<file path="config.mk">
export PLATFORM = sky130hd
export DESIGN_NAME = spi_mem_loader_flat
export DESIGN_NICKNAME = d
export VERILOG_FILES = /design/src/rtl/spi_mem_loader_if.sv /design/src/rtl/spi_mem_loader.sv /design/src/flat_wrapper.sv
export SDC_FILE = /design/constraint.sdc
export NUM_CORES = 1
export LEC_CHECK = 0
export ABC_AREA = 1
export CORE_ASPECT_RATIO = 2
export CORE_MARGIN = 2
export CORE_UTILIZATION = 43
export CTS_BUF_LIST = sky130_fd_sc_hd__clkbuf_4
export CTS_CLUSTER_SIZE = 10
export DETAILED_ROUTE_END_ITERATION = 16
export MAX_ROUTING_LAYER = met4
export PLACE_DENSITY = 0.65
export RECOVER_POWER = 50
export SYNTH_ARGS = -nofsm -noshare
export SYNTH_HDL_FRONTEND = slang
export SYNTH_SLANG_ARGS = --single-unit
</file>
<file path="constraint.sdc">
create_clock -name i_clk -period 2 [get_ports i_clk]
set_clock_uncertainty 0.2 [all_clocks]
set_input_delay 0.2 -clock i_clk [delete_from_list [all_inputs] [get_ports i_clk]]
set_output_delay 0.2 -clock i_clk [all_outputs]
set_load 0.005 [all_outputs]
</file>
<file path="src/rtl/spi_mem_loader_if.sv">
// Byte-access request/acknowledge port between the SPI loader and the PSRAM mux.
interface spi_mem_loader_if #(
    parameter int ADDR_W = 23
);
    logic [ADDR_W-2:0] mem_a;
    logic [15:0]       mem_do;
    logic [15:0]       mem_di;
    logic [1:0]        mem_be;
    logic              mem_we;
    logic              mem_req;
    logic              mem_ack;

    modport master (
        output mem_a, mem_do, mem_be, mem_we, mem_req,
        input  mem_di, mem_ack
    );

    modport slave (
        input  mem_a, mem_do, mem_be, mem_we, mem_req,
        output mem_di, mem_ack
    );
endinterface

</file>
<file path="src/rtl/spi_mem_loader.sv">
// SPI mode-0 slave turning MCU frames (cmd, 3 addr bytes, data) into byte PSRAM requests; SCK edge acts 3 CLK later.
// Backpressure: one holding byte for writes, one prefetch byte for reads; a byte with nowhere to go sets sticky OVR.
module spi_mem_loader #(
    parameter int ADDR_W = 23
) (
    input  logic             i_clk,
    input  logic             i_rst_n,
    input  logic             i_spi_ss,
    input  logic             i_spi_sck,
    input  logic             i_spi_mosi,
    output logic             o_spi_miso,
    output logic             o_busy,
    output logic             o_ovr,
    spi_mem_loader_if.master mem
);
    localparam logic [2:0] S_IDLE  = 3'd0;
    localparam logic [2:0] S_CMD   = 3'd1;
    localparam logic [2:0] S_ADDR  = 3'd2;
    localparam logic [2:0] S_WDATA = 3'd3;
    localparam logic [2:0] S_RDATA = 3'd4;
    localparam logic [2:0] S_SKIP  = 3'd5;

    localparam logic [ADDR_W-1:0] ADDR_ONE = 1;

    logic [2:0]        r_ss_s;
    logic [2:0]        r_sck_s;
    logic [1:0]        r_mosi_s;
    logic [2:0]        r_state;
    logic [2:0]        r_bit_cnt;
    logic [1:0]        r_addr_cnt;
    logic [6:0]        r_shift;
    logic [6:0]        r_tx;
    logic [7:0]        r_hold;
    logic [7:0]        r_pf;
    logic              r_hold_vld;
    logic              r_pf_vld;
    logic              r_pf_need;
    logic              r_wr_mode;
    logic              r_miso;
    logic              r_ovr;
    logic [ADDR_W-1:0] r_addr;
    logic [ADDR_W-2:0] r_mem_a;
    logic [15:0]       r_mem_do;
    logic [1:0]        r_mem_be;
    logic              r_mem_we;
    logic              r_mem_req;

    logic       w_ss_high;
    logic       w_ss_fall;
    logic       w_sck_rise;
    logic       w_sck_fall;
    logic       w_byte_done;
    logic       w_rd_ack;
    logic [7:0] w_byte;
    logic [7:0] w_rd_byte;
    logic [7:0] w_tx_next;

    assign w_ss_high   = r_ss_s[1];
    assign w_ss_fall   = r_ss_s[2] & ~r_ss_s[1];
    assign w_sck_rise  = ~r_sck_s[2] & r_sck_s[1];
    assign w_sck_fall  = r_sck_s[2] & ~r_sck_s[1];
    assign w_byte      = {r_shift, r_mosi_s[1]};
    assign w_byte_done = w_sck_rise && (r_bit_cnt == 3'd7);
    assign w_rd_ack    = r_mem_req && mem.mem_ack && !r_mem_we;
    // Byte lane follows the enable of the request being acknowledged, not the live address.
    assign w_rd_byte   = r_mem_be[0] ? mem.mem_di[7:0] : mem.mem_di[15:8];
    assign w_tx_next   = r_pf_vld ? r_pf : 8'hFF;

    always_ff @(posedge i_clk) begin
        if (!i_rst_n) begin
            r_ss_s     <= 3'b111;
            r_sck_s    <= 3'b000;
            r_mosi_s   <= 2'b00;
            r_state    <= S_IDLE;
            r_bit_cnt  <= 3'd0;
            r_addr_cnt <= 2'd0;
            r_shift    <= 7'd0;
            r_tx       <= 7'd0;
            r_hold     <= 8'd0;
            r_pf       <= 8'd0;
            r_hold_vld <= 1'b0;
            r_pf_vld   <= 1'b0;
            r_pf_need  <= 1'b0;
            r_wr_mode  <= 1'b0;
            r_miso     <= 1'b0;
            r_ovr      <= 1'b0;
            r_addr     <= '0;
            r_mem_a    <= '0;
            r_mem_do   <= 16'd0;
            r_mem_be   <= 2'b00;
            r_mem_we   <= 1'b0;
            r_mem_req  <= 1'b0;
        end else begin
            r_ss_s   <= {r_ss_s[1:0], i_spi_ss};
            r_sck_s  <= {r_sck_s[1:0], i_spi_sck};
            r_mosi_s <= {r_mosi_s[0], i_spi_mosi};

            // Memory port: a pending write byte takes priority over a read prefetch.
            if (r_mem_req) begin
                if (mem.mem_ack) begin
                    r_mem_req <= 1'b0;
                end
            end else if (r_hold_vld) begin
                r_mem_req  <= 1'b1;
                r_mem_we   <= 1'b1;
                r_mem_a    <= r_addr[ADDR_W-1:1];
                r_mem_do   <= {r_hold, r_hold};
                r_mem_be   <= r_addr[0] ? 2'b01 : 2'b10;
                r_addr     <= r_addr + ADDR_ONE;
                r_hold_vld <= 1'b0;
            end else if (r_pf_need) begin
                r_mem_req <= 1'b1;
                r_mem_we  <= 1'b0;
                r_mem_a   <= r_addr[ADDR_W-1:1];
                r_mem_be  <= r_addr[0] ? 2'b01 : 2'b10;
                r_pf_need <= 1'b0;
            end

            if (w_rd_ack && r_state == S_RDATA) begin
                r_pf     <= w_rd_byte;
                r_pf_vld <= 1'b1;
                r_addr   <= r_addr + ADDR_ONE;
            end

            if (w_ss_high) begin
                r_state   <= S_IDLE;
                r_pf_need <= 1'b0;
                r_pf_vld  <= 1'b0;
                r_miso    <= 1'b0;
            end else if (w_ss_fall) begin
                r_state    <= S_CMD;
                r_bit_cnt  <= 3'd0;
                r_addr_cnt <= 2'd0;
                r_ovr      <= 1'b0;
            end else if (r_state != S_IDLE) begin
                if (w_sck_rise) begin
                    r_shift   <= w_byte[6:0];
                    r_bit_cnt <= r_bit_cnt + 3'd1;
                end

                if (w_byte_done) begin
                    case (r_state)
                        S_CMD: begin
                            if (w_byte == 8'hA5) begin
                                r_state   <= S_ADDR;
                                r_wr_mode <= 1'b1;
                            end else if (w_byte == 8'h5A) begin
                                r_state   <= S_ADDR;
                                r_wr_mode <= 1'b0;
                            end else begin
                                r_state <= S_SKIP;
                            end
                        end
                        S_ADDR: begin
                            r_addr     <= {r_addr[ADDR_W-9:0], w_byte};
                            r_addr_cnt <= r_addr_cnt + 2'd1;
                            if (r_addr_cnt == 2'd2) begin
                                r_state <= r_wr_mode ? S_WDATA : S_RDATA;
                                if (!r_wr_mode) begin
                                    r_pf_need <= 1'b1;
                                    r_pf_vld  <= 1'b0;
                                end
                            end
                        end
                        S_WDATA: begin
                            if (r_hold_vld && r_mem_req) begin
                                r_ovr <= 1'b1;
                            end else begin
                                r_hold     <= w_byte;
                                r_hold_vld <= 1'b1;
                            end
                        end
                        default: ;
                    endcase
                end

                // A late prefetch is not re-requested: the one in flight serves the next byte.
                if (w_sck_fall) begin
                    if (r_state == S_RDATA) begin
                        if (r_bit_cnt == 3'd0) begin
                            r_tx   <= w_tx_next[6:0];
                            r_miso <= w_tx_next[7];
                            if (r_pf_vld) begin
                                r_pf_vld  <= 1'b0;
                                r_pf_need <= 1'b1;
                            end else begin
                                r_ovr <= 1'b1;
                            end
                        end else begin
                            r_tx   <= {r_tx[5:0], 1'b0};
                            r_miso <= r_tx[6];
                        end
                    end else begin
                        r_miso <= 1'b0;
                    end
                end
            end
        end
    end

    assign o_spi_miso  = r_miso;
    assign o_ovr       = r_ovr;
    assign o_busy      = (r_state != S_IDLE) | r_mem_req | r_hold_vld;
    assign mem.mem_a   = r_mem_a;
    assign mem.mem_do  = r_mem_do;
    assign mem.mem_be  = r_mem_be;
    assign mem.mem_we  = r_mem_we;
    assign mem.mem_req = r_mem_req;
endmodule
</file>
<file path="src/flat_wrapper.sv">
// flat-port wrapper written by rule: the top's interface ports become plain ports
module spi_mem_loader_flat 
#(
    parameter int ADDR_W = 23
)
  (i_clk, i_rst_n, i_spi_ss, i_spi_sck, i_spi_mosi, o_spi_miso, o_busy, o_ovr, mem_mem_a, mem_mem_do, mem_mem_be, mem_mem_we, mem_mem_req, mem_mem_di, mem_mem_ack);
  spi_mem_loader_if #(.ADDR_W(ADDR_W)) mem_i ();
  input  logic i_clk;
  input  logic i_rst_n;
  input  logic i_spi_ss;
  input  logic i_spi_sck;
  input  logic i_spi_mosi;
  output logic o_spi_miso;
  output logic o_busy;
  output logic o_ovr;
  output wire logic [$bits(mem_i.mem_a)-1:0] mem_mem_a;
  output wire logic [$bits(mem_i.mem_do)-1:0] mem_mem_do;
  output wire logic [$bits(mem_i.mem_be)-1:0] mem_mem_be;
  output wire logic [$bits(mem_i.mem_we)-1:0] mem_mem_we;
  output wire logic [$bits(mem_i.mem_req)-1:0] mem_mem_req;
  input wire logic [$bits(mem_i.mem_di)-1:0] mem_mem_di;
  input wire logic [$bits(mem_i.mem_ack)-1:0] mem_mem_ack;
  assign mem_mem_a = mem_i.mem_a;
  assign mem_mem_do = mem_i.mem_do;
  assign mem_mem_be = mem_i.mem_be;
  assign mem_mem_we = mem_i.mem_we;
  assign mem_mem_req = mem_i.mem_req;
  assign mem_i.mem_di = mem_mem_di;
  assign mem_i.mem_ack = mem_mem_ack;
  spi_mem_loader #(.ADDR_W(ADDR_W)) u_core (.i_clk(i_clk), .i_rst_n(i_rst_n), .i_spi_ss(i_spi_ss), .i_spi_sck(i_spi_sck), .i_spi_mosi(i_spi_mosi), .o_spi_miso(o_spi_miso), .o_busy(o_busy), .o_ovr(o_ovr), .mem(mem_i));
endmodule
</file>
After elaboration in Yosys (flattened, before gate mapping)
Index checks and enable logic that the tools add are counted.

Add/sub/neg operators: 3. Equal/unequal tests: 10. Mux-type cells: 80. Bitwise operators: 12. Reductions and logical operators: 30.

Operators with widths (count): $mux W23 (8); $mux W1 (52); $mux W22 (2); $add A23 B1 Y23 const B (1); $mux W3 (7); $mux W8 (2); $reduce_and A4 Y1 (4); $mux W2 (7); $reduce_bool A2 Y1 (7); $reduce_and A6 Y1 (2); $eq A8 B7 Y1 const B (1); $eq A8 B8 Y1 const B (1); $mux W7 (1); $not A1 Y1 (7); $eq A3 B2 Y1 const B (2); $eq A3 B3 Y1 const B (2); $pmux W3 S2 (1); $reduce_and A2 Y1 (3); $reduce_and A3 Y1 (2); $reduce_bool A3 Y1 (2); $logic_and A1 B1 Y1 (5); $reduce_and A5 Y1 (1); $add A3 B1 Y3 const B (1); $and A1 B1 Y1 (3); 10 further kinds (11).

Flip-flop bits (word level): 117. Output and inout port bits: 45. Logic and storage cells: 158.

Logic depth before layout (Yosys ltp)
Gate-level depths: netlist (run 1).

Word-level depth: 14. Depth in mapped cells: 11. Depth with buffers taken out: 11.

Worst setup path after synthesis (run 1)
No wires, ideal clock.

Path kind: register -> register. From: register u_core.r_bit_cnt[0]. To: register u_core.r_hold[0]. Library setup time: 0.070 ns. Arrival time: 1.480 ns. Required time: 1.730 ns. Slack: 0.251 ns. Stages on the path, launching flop included: 10. Path through: dfxtp_1 > ha_1 > ha_1 > inv_1 > nor2_1 > nand4_1 > nor2_2 > buf_4 > o21ai_0 > a21oi_1.

Longest elaborated chain between the ends: 3.

RTL lines: start, declared (line spi_mem_loader.sv:29) `logic [2:0] r_bit_cnt;`; start signal, assigned (line spi_mem_loader.sv:138) `r_bit_cnt <= r_bit_cnt + 3'd1;`; $eq A3 B3 Y1 (line spi_mem_loader.sv:63) `assign w_byte_done = w_sck_rise && (r_bit_cnt == 3'd7);`; $logic_and A1 B1 Y1 (line spi_mem_loader.sv:63); $reduce_and A6 Y1 (no source line); end signal, assigned (line spi_mem_loader.sv:169) `r_hold <= w_byte;`; end, declared (line spi_mem_loader.sv:33) `logic [7:0] r_hold;`.

No other way between the ends. A chain may end at the register's enable or synchronous reset.

Worst setup path in the final report (run 1)
From: register u_core.r_state[0]. To: register u_core.r_addr[2].

Longest elaborated chain between the ends: 8.

RTL lines: start, declared (line spi_mem_loader.sv:28) `logic [2:0] r_state;`; start signal, assigned (line spi_mem_loader.sv:158) `r_state <= r_wr_mode ? S_WDATA : S_RDATA;`; $eq A3 B3 Y1 (line spi_mem_loader.sv:119) `if (w_rd_ack && r_state == S_RDATA) begin`; $logic_and A1 B1 Y1 (line spi_mem_loader.sv:119); $mux W23 (line spi_mem_loader.sv:119); $mux W23 (line spi_mem_loader.sv:142) `case (r_state)`; $mux W23 (line spi_mem_loader.sv:141) `if (w_byte_done) begin`; $mux W23 (line spi_mem_loader.sv:135) `end else if (r_state != S_IDLE) begin`; $mux W23 (line spi_mem_loader.sv:130) `end else if (w_ss_fall) begin`; $mux W23 * (line spi_mem_loader.sv:125) `if (w_ss_high) begin`; end signal, assigned (line spi_mem_loader.sv:109) `r_addr <= r_addr + ADDR_ONE;`; end signal, assigned (line spi_mem_loader.sv:122) `r_addr <= r_addr + ADDR_ONE;`; end signal, assigned (line spi_mem_loader.sv:155) `r_addr <= {r_addr[ADDR_W-9:0], w_byte};`; end, declared (line spi_mem_loader.sv:41) `logic [ADDR_W-1:0] r_addr;`.

Mark *: on every way between the ends. The rest lies on a longest branch, timed or not.

==> run summary, run 1 <==
routing usage on met1 - 20.31%
Yosys top cell by area - dfxtp_1
Peak supply drop - 416.7 µV
worst reg2reg path endpoint - u_core.r_addr[2]$_SDFF_PN0_
Rows - 55
Fin Setup TNS - 0 ns
total I/O pin count - 67
PwrDens - 566.7 nW/µm²
most common cell after layout, fill and taps aside - dfxtp_1
clock root buffer master - clkbuf_4
fin crit share - 96.24%
Post-Syn Instances - 694
hold crit path type - primary input to flip-flop
final count of negative-setup-slack endpoints - 0
die area - 12390 µm²
crit path launch - u_core.r_state[0]$_SDFFE_PP0P_
met2 GRT Util - 44.22%
H-tree depth - 3
Slew Viols, Final - 0
clock sink total - 109
Hold Startpoint - i_spi_mosi
TritonCTS buffer count - 9
Max transition margin - 65.46%
final layout net count - 795
CP max FO - 14
Final Util - 54.37%
fmax - 519.5 MHz
largest net degree at the start of global routing - 68
Leak - 0.002569 µW
FF-to-FF path depth - 10
commonest cells after routing, fill and taps aside - dfxtp_1 (101), nand2_1 (99), inv_1 (91), nor2_1 (91), o21ai_0 (89)
Core Area - 11220 µm²
GRT busiest layer - met2
Vias/cell - 5.163
Fillers - 1134
Hold Fails Final Rpt - 0
Critical Path RT - 2.20 ns
Worst Setup End Kind - flip-flop
initial antenna violation count - 1
TritonRoute pass-1 iters - 5
drt wl/cell - 15.01 µm
Crit Path Category - flip-flop to flip-flop
final non-filler cell total - 916
vias in the first global route - 4601
CTS tree - yes
placed insts - 891
first-pass GRT wire length - 21.29 mm
drt initial violations - 249
synth top area cells - dfxtp_1 (44%), o21ai_0 (9.0%), a21oi_1 (7.9%)
Yosys reg bits - 109
final worst-path setup slack - 0.07525 ns
Min-Delay Path Depth - 3
DIE HEIGHT - 155.5 µm
top-area cell type share of the netlist area - 44.24%
gr usage total - 22.88%
total of max-cap violations - 0
initial core utilization - 43.97%
status - complete, no violations
Data arrival, critical path - 2.12 ns
fraction of layout cells with a size suffix above 1 - 10.22%
Final min period - 1.925 ns
average cell area after synthesis - 7.107 µm²
Reg2Reg Launch Point - u_core.r_state[0]$_SDFFE_PP0P_
Hold Slack - 0.02357 ns
sequential-to-total area share from yosys stat - 44.24%
GRT overflow - 0
WL final - 13.75 mm
syn nets - 721
Yosys warnings - 0
clk buf depth - 2
Mapped Area - 4932 µm²
RePlAce Congestion - 0.9364
routing usage on met3 - 3.364%
synth unique cells - 31
# DRC - 0
slew at the pin closest to its max-slew limit - 0.5141 ns
Routed Antenna Nets - 0
Critical Path Source Type - flip-flop
total number of vias - 4729
worst slack at placement - 0.006438 ns
CTS clk-pin slew, worst paths - 0.17 ns
IO Port Bufs - 66
clk_lat worst skew - 0.48 ns
Die X-Extent - 79.73 µm
R2R setup slack - 0.08 ns
WHS Endpoint - u_core.r_mosi_s[0]$_SDFF_PN0_
Layout area overhead - 23.64%
DP Wirelength - 10.27 mm
## cell families (layout without fill, tap and decap cells)
| logic type | Yosys count | after routing | share of synthesized area [%] |
|---|---|---|---|
| other | 0 | 1 | 0 |
| XOR/XNOR | 6 | 6 | 1.065 |
| AND/OR/NAND/NOR | 259 | 259 | 22.48 |
| buffers and inverters | 130 | 209 | 11.14 |
| adder cells (fa/ha/maj) | 5 | 5 | 1.268 |
| AO/OA/AOI/OAI | 185 | 185 | 19.81 |
| flip-flops | 109 | 109 | 44.24 |
## cell usage after synthesis
cell type and number:
a211oi_1 1, a21boi_0 2, a21oi_1 78, a311oi_1 4
a31oi_1 1, buf_2 4, buf_4 9, buf_6 3
clkbuf_1 19, dfxtp_1 109, ha_1 5, inv_1 91
inv_2 4, nand2_1 101, nand2_2 3, nand2_4 1
nand3_1 28, nand4_1 13, nor2_1 95, nor2_2 2
nor2_4 2, nor3_1 7, nor3_2 2, nor4_1 2
o21a_1 1, o21ai_0 89, o21ai_2 2, o21bai_1 6
o31ai_1 1, or2_2 3, xor2_1 6
## flip-flops by register name, indices dropped and copies added (netlist names), 3 cells and up
name / count
u_core.r_pf: 8
u_core.r_state: 3
u_core.r_hold: 8
u_core.mem.mem_a: 22
u_core.r_bit_cnt: 3
u_core.r_tx: 7
u_core.r_sck_s: 3
u_core.r_addr: 23
u_core.r_ss_s: 3
u_core.mem.mem_do: 8
u_core.r_shift: 7
## worst max path at each step
stage / end / cells past startpoint / slack, ns
5_1_grt: u_core.r_addr[2]$_SDFF_PN0_ / 10 / -0.02
3_3_place_gp: u_core.r_addr[2]$_SDFF_PN0_ / 9 / -0.005
4_1_cts: u_core.r_addr[2]$_SDFF_PN0_ / 8 / 0.03
6_report: u_core.r_addr[2]$_SDFF_PN0_ / 10 / 0.08
3_5_place_dp: u_core.r_addr[2]$_SDFF_PN0_ / 9 / 0.006
2_1_floorplan: u_core.r_hold[0]$_SDFFE_PN0P_ / 9 / 0.25
## power breakdown
part | leakage, µW | total [µW] | internal [µW] | switching [µW]
combinational | 0.00161 | 122 | 61.0 | 61.0
clock | 0.0000744 | 1150 | 387 | 764
sequential | 0.000884 | 2180 | 2180 | 5.45
total | 0.00257 | 3460 | 2620 | 831
## per-stage QoR
| step | total power (µW) | instance area (µm²) |
|---|---|---|
| finish | 3456 | 6098 |
| global route | 3575 | 6098 |
| CTS | 3474 | 5972 |
| detailed placement | 2352 | 5791 |
| global placement | 2351 | 5791 |
| floorplan | 2287 | 4932 |
## per-layer routing
metal  share of wire, %  up-vias
met5                  0        -
met4                5.2        0
met3                2.7       44
met2                 58      108
met1                 34     2181
li1                   -     2396
## critical path, stage by stage (launching register included)
cell and delay [ns]:
dfxtp_2 0.36, buf_4 0.14, inv_2 0.07, nand2_1 0.06, nor2_2 0.15, nand2_2 0.10, nand2_4 0.18, buf_4 0.18
nand2_2 0.06, a21oi_1 0.26, nor2_1 0.07
## layout make-up
class                   instances  area, µm²  area share (%)
clock inverters                 7      72.57           1.190
repair buffers                 98      970.9           15.92
flip-flops and latches        109       2197           36.03
clock buffers                   9      67.56           1.108
multi-input cells             455       2253           36.95
inverters                      95      356.6           5.847
diodes                          1      2.502         0.04103
well taps                     142      177.7           2.913
## timing repair
item	CTS	global route
gates cloned	0	3
gates resized for setup	12	15
pin swaps	0	4
endpoints found under the setup margin	2	27
setup buffers	2	2
hold endpoints to repair	65	0
hold buffers	1	0
Power figures use the tool's default switching activity.
==> run 2: changes to the inputs <==
CELL_PAD_IN_SITES_DETAIL_PLACEMENT = 1   (was unset)
CELL_PAD_IN_SITES_GLOBAL_PLACEMENT = 1   (was unset)
CORE_UTILIZATION = 41   (was 43)
PLACE_DENSITY = unset   (was 0.65)
PLACE_DENSITY_LB_ADDON = 0.1   (was unset)
==> run summary, run 2 (same netlist as run 1, synthesis figures left out) <==
RSZ-0062 raised after global routing - yes
status - complete, no violations
IO Port Bufs - 66
TritonCTS buffer count - 9
clk_lat worst skew - 0.49 ns
clock sink total - 109
total of max-cap violations - 0
initial antenna violation count - 1
Sequential Power Share - 61.8%
vias in the first global route - 5283
Slew Viols, Final - 0
Critical Path Source Type - flip-flop
Peak supply drop - 369.2 µV
switch share - 24.75%
Vias/cell - 5.333
clock root buffer master - clkbuf_4
Clock power frac - 34.5%
DP Wirelength - 12.65 mm
first-pass GRT wire length - 25.80 mm
drt wl/cell - 17.82 µm
# DRC - 0
Final Power - 3539 µW
largest net degree at the start of global routing - 41
Leak - 0.002559 µW
Hold Fails Final Rpt - 0
Top reg by flops - u_core.r_addr
DIE HEIGHT - 159.1 µm
Rows - 56
TritonRoute pass-1 iters - 5
WL final - 16.59 mm
gr usage total - 26.79%
fmax - 510.7 MHz
total number of vias - 4965
commonest cells after routing, fill and taps aside - dfxtp_1 (102), nand2_1 (99), inv_1 (89), nor2_1 (89), o21ai_0 (86)
worst slack at placement - 0.02675 ns
Die X-Extent - 81.56 µm
CTS clk-pin slew, worst paths - 0.17 ns
Cell Int Power - 2663 µW
total I/O pin count - 67
clk buf depth - 2
final worst-path setup slack - 0.04183 ns
final layout net count - 807
fin crit share - 97.91%
die area - 12980 µm²
initial core utilization - 42.15%
H-tree depth - 3
hold crit path type - primary input to flip-flop
CTS tree - yes
fraction of layout cells with a size suffix above 1 - 12.36%
Routed Antenna Nets - 0
Critical Path RT - 2.22 ns
NetSw - 876.0 µW
Crit Path Category - flip-flop to flip-flop
RePlAce Congestion - 0.9373
Core Area - 11700 µm²
max FFs per register - 23
most common cell after layout, fill and taps aside - dfxtp_1
Worst Setup End Kind - flip-flop
PwrDens - 573.7 nW/µm²
CP max FO - 3
slew at the pin closest to its max-slew limit - 0.6402 ns
GRT overflow - 0
Final min period - 1.958 ns
combinational power share - 3.7%
drt initial violations - 167
final count of negative-setup-slack endpoints - 0
Max transition margin - 57.32%
Layout area overhead - 25.06%
Data arrival, critical path - 2.18 ns
[run 2: changes by cell type in the layout (fill, tap and decap cells not counted), moves of 2 or more]
cell,before,now
buf_4,20,36
clkbuf_1,3,0
clkbuf_16,3,1
clkdlybuf4s50_1,52,64
dfxtp_4,2,0
dlygate4sd3_1,13,2
ha_4,2,0
inv_1,91,89
inv_8,0,2
nor2_1,91,89
nor2_4,2,5
o21ai_0,89,86
o21ai_1,1,3
[run 2: stage by stage]
step | util [%] | instance area, µm² | TNS, ns | std cells | hold WS [ns]
2_1_floorplan | - | 4932 | 0 | 694 | 0.09763
3_3_place_gp | 50.35 | 5892 | 0 | 907 | 0.1936
3_5_place_dp | 50.35 | 5892 | 0 | 907 | 0.2010
4_1_cts | 51.99 | 6083 | 0 | 926 | 0.04037
5_1_grt | 52.72 | 6168 | -0.1569 | 931 | 0.05570
6_report | 52.72 | 6168 | 0 | 931 | 0.05138
[run 2: worst paths after layout]
| kind | cells after the start | endpoint | from | slack, ns |
|---|---|---|---|---|
| worst max-delay path | 8 | u_core.r_addr_cnt[1]$_SDFFE_PN0P_ | u_core.r_bit_cnt[0]$_SDFFE_PN0P_ | 0.04 |
| worst min-delay path | 3 | u_core.r_sck_s[0]$_SDFF_PN0_ | i_spi_sck | 0.05 |
| worst max register to register | 8 | u_core.r_addr_cnt[1]$_SDFFE_PN0P_ | u_core.r_bit_cnt[0]$_SDFFE_PN0P_ | 0.04 |
| worst min register to register | 2 | u_core.r_sck_s[1]$_SDFF_PN0_ | u_core.r_sck_s[0]$_SDFF_PN0_ | 0.23 |
[run 2: power groups by stage]
stage / Clock [µW] / Sequential, µW / Combinational, µW
after floorplan: 0 / 2230 / 57.5
after global placement: 0 / 2230 / 124
after detailed placement: 0 / 2230 / 128
after CTS: 1250 / 2190 / 132
after global routing: 1330 / 2190 / 146
final: 1220 / 2190 / 131
[run 2: worst max-delay path, cell delays in order, from the launching register on]
cell	delay [ns]
dfxtp_2	0.36
ha_1	0.14
ha_2	0.18
nand2_2	0.08
nor3_4	0.19
nand2_2	0.11
buf_4	0.16
or2_2	0.29
a21oi_1	0.17
[run 2: metal layers]
layer | GRT usage [%] | routed length (µm) | vias to the layer above
li1 | - | - | 2415
met1 | 23.13 | 5455 | 2378
met2 | 50.30 | 9651 | 110
met3 | 3.912 | 338 | 62
met4 | 17.18 | 1145 | 0
met5 | - | 0 | -
[run 2: timing repair]
action / 4_1_cts / 5_1_grt
setup endpoints to repair: 1 / 26
pin swaps: 1 / 4
setup buffers: 1 / 3
gates resized for setup: 7 / 21
hold buffers: 2 / 0
hold endpoints to repair: 9 / 0
gates cloned: 0 / 1
[run 2: area by class of cell]
type                    instances  area [µm²]
multi-input cells             455        2245
flip-flops and latches        109        2191
well taps                     145       181.4
clock inverters                 6       77.57
repair buffers                110        1036
inverters                      95       360.3
clock buffers                  10       75.07
fillers                      1523        5533
diodes                          1       2.502
==> run 3: changes to the inputs <==
SKIP_CTS_REPAIR_TIMING = 1   (was unset)
==> run summary, run 3 (same netlist as run 1, synthesis figures left out) <==
status - complete, no violations
TritonCTS buffer count - 9
Critical Path RT - 2.21 ns
Critical Path Source Type - flip-flop
IO Port Bufs - 66
H-tree depth - 3
first-pass GRT wire length - 25.65 mm
DIE HEIGHT - 159.1 µm
DP Wirelength - 12.65 mm
gr usage total - 26.59%
final count of negative-setup-slack endpoints - 0
Rows - 56
met3 wire length - 407 µm
CP max-delay cell - dfxtp_2
clock sink total - 109
drt wl/cell - 18.08 µm
total number of vias - 5015
max FFs per register - 23
Max transition margin - 57.55%
WHS Endpoint - u_core.r_sck_s[0]$_SDFF_PN0_
initial antenna violation count - 1
slew at the pin closest to its max-slew limit - 0.6368 ns
TritonRoute pass-1 iters - 4
most frequent CP cell - ha_4
die area - 12980 µm²
final layout net count - 808
vias in the first global route - 5257
hold crit path type - primary input to flip-flop
commonest cells after routing, fill and taps aside - dfxtp_1 (103), nand2_1 (99), nor2_1 (91)
Slew Viols, Final - 0
RePlAce Congestion - 0.9373
family with the most delay on the worst path - simple AND/OR/NAND/NOR gates
CTS tree - yes
CTS clk-pin slew, worst paths - 0.17 ns
DR top layer - met4
GRT overflow - 0
Hold Startpoint - i_spi_sck
clock root buffer master - clkbuf_4
largest net degree at the start of global routing - 41
Vias/cell - 5.381
Core Area - 11700 µm²
Routed Antenna Nets - 0
Data arrival, critical path - 2.20 ns
R2R setup slack - 0.008 ns
Crit Path Category - flip-flop to flip-flop
RSZ-0062 raised after global routing - yes
Top reg by flops - u_core.r_addr
Layout area overhead - 25.65%
fin crit share - 99.61%
Leak - 0.002597 µW
FF-to-FF path depth - 8
Crit path largest cell delay - 0.39 ns
Fin Setup TNS - 0 ns
# DRC - 0
Worst Setup End Kind - flip-flop
worst reg2reg path endpoint - u_core.r_addr_cnt[1]$_SDFFE_PN0P_
initial core utilization - 42.15%
fmax - 501.9 MHz
wire length on met2 - 9.587 mm
clk buf depth - 2
drt initial violations - 197
Min-Delay Path Depth - 3
Hold Slack - 0.05472 ns
Peak supply drop - 329.6 µV
Reg2Reg Launch Point - u_core.r_bit_cnt[0]$_SDFFE_PN0P_
Hold Fails Final Rpt - 0
most common cell after layout, fill and taps aside - dfxtp_1
met1 wire length - 5.525 mm
total I/O pin count - 67
Final min period - 1.992 ns
Die X-Extent - 81.56 µm
fraction of layout cells with a size suffix above 1 - 12.09%
PwrDens - 570.6 nW/µm²
clk_lat worst skew - 0.49 ns
crit path buf inv count - 1
WL final - 16.85 mm
total of max-cap violations - 0
CP max FO - 4
Fillers - 1530
critical path cell sequence - ha_4 -> ha_4 -> nand2_2 -> nor3_4 -> nand2_4 -> buf_4 -> or2_2 -> a21oi_1
run 3: layout make-up:
cell class / count / area [µm²] / area share [%]
tap: 145 / 181.4 / 2.928
antenna: 1 / 2.502 / 0.04038
sequential: 109 / 2190 / 35.33
multi-input combinational: 455 / 2247 / 36.26
inverter: 95 / 360.3 / 5.815
clock buffer: 10 / 75.07 / 1.211
clock inverter: 6 / 77.57 / 1.252
timing repair buffer: 111 / 1064 / 17.16
run 3: report_power, final:
group | switching [µW] | internal (µW) | total [µW]
clock | 801 | 420 | 1220
sequential | 5.18 | 2180 | 2190
combinational | 68.5 | 61.6 | 130
total | 874 | 2660 | 3540
run 3: how the worst max path moves through the flow:
| stage | from | to | cells after the start |
|---|---|---|---|
| finish | u_core.r_bit_cnt[0]$_SDFFE_PN0P_ | u_core.r_addr_cnt[1]$_SDFFE_PN0P_ | 8 |
| global route | u_core.r_bit_cnt[0]$_SDFFE_PN0P_ | u_core.r_addr[12]$_SDFF_PN0_ | 11 |
| CTS | u_core.r_state[1]$_SDFFE_PP0P_ | o_busy | 6 |
| detailed placement | mem_mem_ack | u_core.r_addr[22]$_SDFF_PN0_ | 12 |
| global placement | mem_mem_ack | u_core.r_addr[12]$_SDFF_PN0_ | 10 |
| floorplan | u_core.r_bit_cnt[0]$_SDFFE_PN0P_ | u_core.r_hold[0]$_SDFFE_PN0P_ | 9 |
run 3: layer usage:
layer	up-vias	global-route usage (%)
met5	-	-
met4	0	16.87
met3	72	3.912
met2	127	50.00
met1	2399	22.95
li1	2417	-
run 3: tightest hold or removal path: stages:
cell and delay, ns:
clkdlybuf4s50_1 0.41, nand2_1 0.07, inv_1 0.04
run 3: stage by stage:
stage	utilization, %	area, µm²	setup WS, ns	total power [µW]	std cells
floorplan	-	4932	0.2505	2287	694
global placement	50.35	5892	0.1006	2354	907
detailed placement	50.35	5892	0.02675	2359	907
CTS	51.66	6045	-0.3817	3566	923
global route	52.96	6197	-0.05065	3667	932
finish	52.96	6197	0.007714	3536	932
